[config.mk]
export PLATFORM = sky130hd
export DESIGN_NAME = lfsr_solver_arbiter
export DESIGN_NICKNAME = d
export VERILOG_FILES = /design/src/rtl/lfsr_solver_arbiter.sv
export SDC_FILE = /design/constraint.sdc
export NUM_CORES = 1
export LEC_CHECK = 0
export BUFFER_PORTS_ARGS = -buffer_cell sky130_fd_sc_hd__buf_2
export CORE_AREA = 4 4 158 160
export CTS_CLUSTER_SIZE = 20
export DETAILED_ROUTE_END_ITERATION = 16
export DIE_AREA = 0 0 162 164
export PLACE_DENSITY = 0.59
export SLEW_MARGIN = 40
export SYNTH_ARGS = -nofsm -noshare
export SYNTH_HDL_FRONTEND = slang
export SYNTH_SLANG_ARGS = --single-unit
[constraint.sdc]
create_clock -name clk_96MHz -period 7.9 [get_ports clk_96MHz]
set_input_delay 0.79 -clock clk_96MHz [delete_from_list [all_inputs] [get_ports clk_96MHz]]
set_output_delay 0.79 -clock clk_96MHz [all_outputs]
set_load 0.005 [all_outputs]
[src/rtl/lfsr_solver_arbiter.sv]
// Round-robin arbiter that shares one polynomial_finder between three requesters,
// latching each job's operands and sequencing the finder's enable/ready handshake.
`timescale 1ns/1ps

package lfsr_solver_arbiter_pkg;
  localparam int unsigned TS_W   = 24;
  localparam int unsigned DATA_W = 17;

  typedef struct packed {
    logic [TS_W-1:0]   ts_a;
    logic [TS_W-1:0]   ts_b;
    logic [DATA_W-1:0] data_a;
    logic [DATA_W-1:0] data_b;
  } job_t;
endpackage

module lfsr_solver_arbiter
  import lfsr_solver_arbiter_pkg::*;
#(
  parameter int unsigned timeout_ticks = 50000
) (
  input  logic              clk_96MHz,
  input  logic              reset,
  input  logic [2:0]        req,
  input  logic [TS_W-1:0]   ts_a_0,
  input  logic [TS_W-1:0]   ts_a_1,
  input  logic [TS_W-1:0]   ts_a_2,
  input  logic [TS_W-1:0]   ts_b_0,
  input  logic [TS_W-1:0]   ts_b_1,
  input  logic [TS_W-1:0]   ts_b_2,
  input  logic [DATA_W-1:0] data_a_0,
  input  logic [DATA_W-1:0] data_a_1,
  input  logic [DATA_W-1:0] data_a_2,
  input  logic [DATA_W-1:0] data_b_0,
  input  logic [DATA_W-1:0] data_b_1,
  input  logic [DATA_W-1:0] data_b_2,
  output logic [2:0]        grant,
  output logic [2:0]        done,
  output logic [DATA_W-1:0] result_polynomial,
  output logic [DATA_W-1:0] result_iteration,
  output logic              result_error,
  output logic [7:0]        error_count,
  output logic              finder_enable,
  output logic [TS_W-1:0]   finder_ts_last_data,
  output logic [TS_W-1:0]   finder_ts_last_data1,
  output logic [DATA_W-1:0] finder_decoded_data,
  output logic [DATA_W-1:0] finder_decoded_data1,
  input  logic              finder_ready,
  input  logic [DATA_W-1:0] finder_polynomial,
  input  logic [DATA_W-1:0] finder_iteration
);

  localparam int unsigned N_REQ = 3;
  localparam int unsigned CNT_W = 17;
  localparam int unsigned ERR_W = 8;

  typedef enum logic [2:0] {IDLE, LAUNCH, BUSY, FAIL, RELEASE} state_t;

  state_t             state, state_n;
  logic [1:0]         ptr, ptr_n;
  logic [1:0]         win, rr_idx;
  logic               win_vld;
  logic [CNT_W-1:0]   cnt, cnt_n, cnt_inc;
  logic               tmo_hit;
  job_t               job, job_n, job_sel;
  logic [N_REQ-1:0]   grant_n, done_n;
  logic               enable_n, err_n;
  logic [DATA_W-1:0]  poly_n, iter_n;
  logic [ERR_W-1:0]   ecnt_n, ecnt_sat;

  assign finder_ts_last_data  = job.ts_a;
  assign finder_ts_last_data1 = job.ts_b;
  assign finder_decoded_data  = job.data_a;
  assign finder_decoded_data1 = job.data_b;

  assign tmo_hit  = (32'(cnt) + 32'd1) >= timeout_ticks;
  assign cnt_inc  = (32'(cnt) < timeout_ticks) ? cnt + CNT_W'(1) : cnt;
  assign ecnt_sat = (error_count == '1) ? error_count : error_count + ERR_W'(1);

  // Scan ptr+3 down to ptr+1 so the highest-priority requester is assigned last.
  always_comb begin
    win     = ptr;
    win_vld = 1'b0;
    rr_idx  = ptr;
    for (int k = N_REQ; k >= 1; k--) begin
      rr_idx = 2'((32'(ptr) + 32'(k)) % N_REQ);
      if (req[rr_idx]) begin
        win     = rr_idx;
        win_vld = 1'b1;
      end
    end
  end

  always_comb begin
    case (win)
      2'd1:    job_sel = '{ts_a: ts_a_1, ts_b: ts_b_1, data_a: data_a_1, data_b: data_b_1};
      2'd2:    job_sel = '{ts_a: ts_a_2, ts_b: ts_b_2, data_a: data_a_2, data_b: data_b_2};
      default: job_sel = '{ts_a: ts_a_0, ts_b: ts_b_0, data_a: data_a_0, data_b: data_b_0};
    endcase
  end

  // Next state and next values of every registered output.
  always_comb begin
    state_n  = state;
    ptr_n    = ptr;
    cnt_n    = cnt;
    job_n    = job;
    grant_n  = grant;
    done_n   = '0;
    enable_n = finder_enable;
    poly_n   = result_polynomial;
    iter_n   = result_iteration;
    err_n    = result_error;
    ecnt_n   = error_count;
    case (state)
      IDLE: begin
        if (win_vld) begin
          state_n  = LAUNCH;
          grant_n  = N_REQ'(1) << win;
          ptr_n    = win;
          job_n    = job_sel;
          cnt_n    = '0;
          enable_n = 1'b1;
        end
      end
      LAUNCH: begin
        enable_n = 1'b1;
        cnt_n    = cnt_inc;
        if (!finder_ready)  state_n = BUSY;
        else if (tmo_hit)   state_n = FAIL;
      end
      BUSY: begin
        enable_n = 1'b1;
        cnt_n    = cnt_inc;
        if (finder_ready) begin
          done_n  = grant;
          state_n = RELEASE;
          if (finder_polynomial == '0) begin
            err_n  = 1'b1;
            poly_n = '0;
            iter_n = '0;
            ecnt_n = ecnt_sat;
          end else begin
            err_n  = 1'b0;
            poly_n = finder_polynomial;
            iter_n = finder_iteration;
          end
        end else if (tmo_hit) begin
          state_n = FAIL;
        end
      end
      FAIL: begin
        done_n  = grant;
        err_n   = 1'b1;
        poly_n  = '0;
        iter_n  = '0;
        ecnt_n  = ecnt_sat;
        state_n = RELEASE;
      end
      RELEASE: begin
        enable_n = 1'b0;
        grant_n  = '0;
        state_n  = IDLE;
      end
      default: state_n = IDLE;
    endcase
  end

  always_ff @(posedge clk_96MHz) begin
    if (reset) begin
      state             <= IDLE;
      ptr               <= 2'd2;
      cnt               <= '0;
      job               <= '0;
      grant             <= '0;
      done              <= '0;
      finder_enable     <= 1'b0;
      result_polynomial <= '0;
      result_iteration  <= '0;
      result_error      <= 1'b0;
      error_count       <= '0;
    end else begin
      state             <= state_n;
      ptr               <= ptr_n;
      cnt               <= cnt_n;
      job               <= job_n;
      grant             <= grant_n;
      done              <= done_n;
      finder_enable     <= enable_n;
      result_polynomial <= poly_n;
      result_iteration  <= iter_n;
      result_error      <= err_n;
      error_count       <= ecnt_n;
    end
  end

endmodule

==> flow_summary_export.csv <==
group,metric,value,unit
outcome,status,"finished clean",
synth,synth_nets,1261,
sta,fin_crit,3630,ps
sta,max_freq,276,MHz
routing,num_vias,8489,
synth,ys_top_cells_by_area,"dfxtp_1 (41%), a22oi_1 (12%), nand2_1 (10%)",
cells_and_area,fillers,2445,
worst_setup_path,cp_cell_sequence,"inv_1, ha_1, a32oi_1, nor2_1, a221o_1, a2bb2oi_1, inv_1, ha_2, buf_4, a22oi_1, nand2_1, o211ai_1, a21oi_1",
die,start_util,0.323,
sta,setup_tns,0,ps
die,dieHeight,164,um
synth,synth_top_area_cell,"dfxtp_1",
synth,synth_area,7570,um^2
global_route,grt_max_degree,90,
global_route,grt_usage,0.202,
worst_setup_path,cp.arrival,3920,ps
synth,synth_ff_type,"dfxtp_1",
cells_and_area,fin_util,0.446,
routing,totalWireLength,28.2,mm
worst_setup_path,critPathBufInv,3,
worst_setup_path,crit_path_end_kind,"flip-flop",
flow_run,maxCapViolations,0,
clock_tree,clock_path_buffers,2,
worst_setup_path,cp-start-kind,"flip-flop",
cells_and_area,multi_input_area,4110,um^2
die,die-area,26600,um^2
placed_design,place_inst,1623,
routing,drtIter0Drc,511,
cells_and_area,nNetsFinal,1617,
clock_tree,cts_hold_buf,0,
routing,wl_per_cell,17.0,um
sta,rsz0062_at_grt,"no",
synth,syn_area_per_cell,7.82,um^2
synth,async_reset_ff_frac,0,
sta,fin_hold_ws,451,ps
clock_tree,post_cts_buffers,0,
synth,yosysWarningCount,0,
placed_design,place_congestion,0.843,
routing,drc_errors,0,
synth,synth_enable_flop_cells,0,
worst_setup_path,cp_slowest_stage_delay,570,ps
worst_setup_path,critPathMostFrequentCell,"inv_1",
sta,clock_skew,9.99,ps
synth,synthCells,967,
clock_tree,cts_resized,0,
die,fp.dieW,162,um
clock_tree,cts_tree,"done",
pwr,powerDensity,463,nW/um^2
worst_setup_path,critPathMaxFanout,82,
routing,dr.pass1.iters,5,
routing,via_per_inst,5.12,
cells_and_area,seq_area,3080,um^2
routing,antenna_left,0,
sta,worst_pin_slew,849,ps
clock_tree,clk_pin_slew_worst_paths,70,ps
pwr,peakVddDrop,0.000413,V
sta,hold_viol_final,0,
global_route,grt_pass1_wl,43.2,mm
sta,finalMaxSlewViolations,0,
sta,setup_viol,0,
clock_tree,clk_latency,430,ps
die,fp.coreArea,23400,um^2
synth,postSynthRegisterBits,154,
clock_tree,cts_sinks,154,
synth,yosysSeqAreaShare,0.407,
sta,finalCritPeriodShare,0.459,
synth,netlist.area_leader.share,0.407,
clock_tree,clockRootBuffer,"clkbuf_16",
worst_setup_path,worstSetupPathType,"flip-flop to flip-flop",
worst_setup_path,cp_data_required_time,8190,ps
worst_setup_path,critPathTopFamily,"compound AO/OA/AOI/OAI gates",
global_route,antenna_found_initial,4,
global_route,first_global_vias,8052,
placed_design,hpwl,20.9,mm
cells_and_area,drive_gt1_frac,0.353,
cells_and_area,fin_cells,1657,
placed_design,portBuffers,417,
sta,slew-limit-headroom,0.434,
clock_tree,cts_made_buffers,17,
synth,ys_types,59,
cells_and_area,area_delta_synth_final,38.1,%
die,rows,56,
global_route,grt-ovfl-total,0,
pwr,power_leakage,4.64,nW
die,ioPinCount,418,
hold_path,hold_class,"flip-flop to flip-flop",
clock_tree,htree_levels,4,
worst_setup_path,cpMaxStageDelayCell,"a22oi_1",
## placed cells by master, fill, tap and decap left out, types with 7 or more instances in the layout
| master | synthesis | layout |
|---|---|---|
| nand4_1 | 7 | 7 |
| clkbuf_16 | 0 | 17 |
| o21ai_0 | 10 | 10 |
| dfxtp_1 | 154 | 154 |
| buf_4 | 4 | 7 |
| a22oi_1 | 116 | 116 |
| a311oi_1 | 9 | 9 |
| a21oi_1 | 103 | 103 |
| nor2_1 | 69 | 68 |
| nor3_1 | 7 | 7 |
| buf_2 | 10 | 416 |
| nand2_1 | 201 | 201 |
| inv_1 | 11 | 11 |
| xor2_1 | 7 | 7 |
| nand3_1 | 18 | 18 |
| o211ai_1 | 84 | 84 |
## tightest hold or removal path, delay by kind of cell (launching register included)
kind / cells / cell delay, ps
compound gates: 1 / 50
simple gates: 1 / 50
flops: 1 / 310
## state kept, by name, summed over array words and instances (netlist names), 8 cells and up
signal / flops
error_count: 8
finder_decoded_data: 17
cnt: 17
finder_decoded_data1: 17
finder_ts_last_data: 24
result_polynomial: 17
finder_ts_last_data1: 24
result_iteration: 17
## cells by family after synthesis
logic type                 Yosys count  synth area share
buffers and inverters              101            0.0537
AOI/OAI and AO/OA                  356             0.324
adders and majority gates            9            0.0147
muxes                                4           0.00529
and+or+nand+nor                    335             0.186
xor gates and xnor gates             8           0.00926
DFF                                154             0.407
## final cells by class
cell class	count	share of cell area
multi-input cells	712	0.393
flip-flops and latches	154	0.295
repair buffers	427	0.209
clock buffers	17	0.0407
well taps	319	0.0382
clock inverters	15	0.0193
inverters	11	0.00395
diodes	2	0.000479
## synthesized netlist by cell type (all sizes together) (2+ instances only)
| cell type | n |
|---|---|
| mux2i | 4 |
| o32ai | 2 |
| a311oi | 9 |
| ha | 8 |
| clkbuf | 70 |
| nand4 | 7 |
| a22oi | 116 |
| nand2b | 4 |
| nor2b | 3 |
| o221ai | 2 |
| or3 | 5 |
| inv | 11 |
| and3 | 6 |
| a21oi | 103 |
| buf | 20 |
| o21a | 2 |
| o211ai | 84 |
| a211oi | 2 |
| and2 | 3 |
| o21ai | 11 |
| a31oi | 5 |
| nor4 | 5 |
| xor2 | 7 |
| a2bb2oi | 2 |
| dfxtp | 154 |
| nor2 | 69 |
| nor3 | 8 |
| a32oi | 2 |
| a32o | 2 |
| nand3 | 18 |
| nand2 | 201 |
## power by group
part           internal [mW]  switching, mW  total, mW
sequential             0.932         0.0749       1.01
clock                  0.511          0.370      0.881
combinational           1.06           1.89       2.95
## stage by stage
stage / power, mW / setup WS (ps) / cell area, um^2
final: 4.84 / 4270 / 10400
after global placement: 3.93 / 3940 / 9780
after global routing: 5.29 / 4000 / 10400
after floorplan: 3.22 / 5040 / 7570
after detailed placement: 4.00 / 4100 / 9810
after CTS: 4.90 / 4220 / 10400
## path summary, 6_finish.rpt
path,cells after the start,startpoint,slack [ps],to
worst max-delay path,13,ptr[0],4270,finder_ts_last_data[19]
worst min-delay path,2,finder_ts_last_data[2],450,finder_ts_last_data[2]
worst max register to register,13,ptr[0],4270,finder_ts_last_data[19]
worst min register to register,2,finder_ts_last_data[2],450,finder_ts_last_data[2]
## layer usage
layer,global-route usage,part of all wire,vias to the layer above
met5,0,0.00081,-
met4,0.0577,0.016,4
met3,0.0587,0.067,33
met2,0.364,0.52,259
met1,0.234,0.39,3951
li1,-,-,4242
Power figures use the tool's default switching activity.
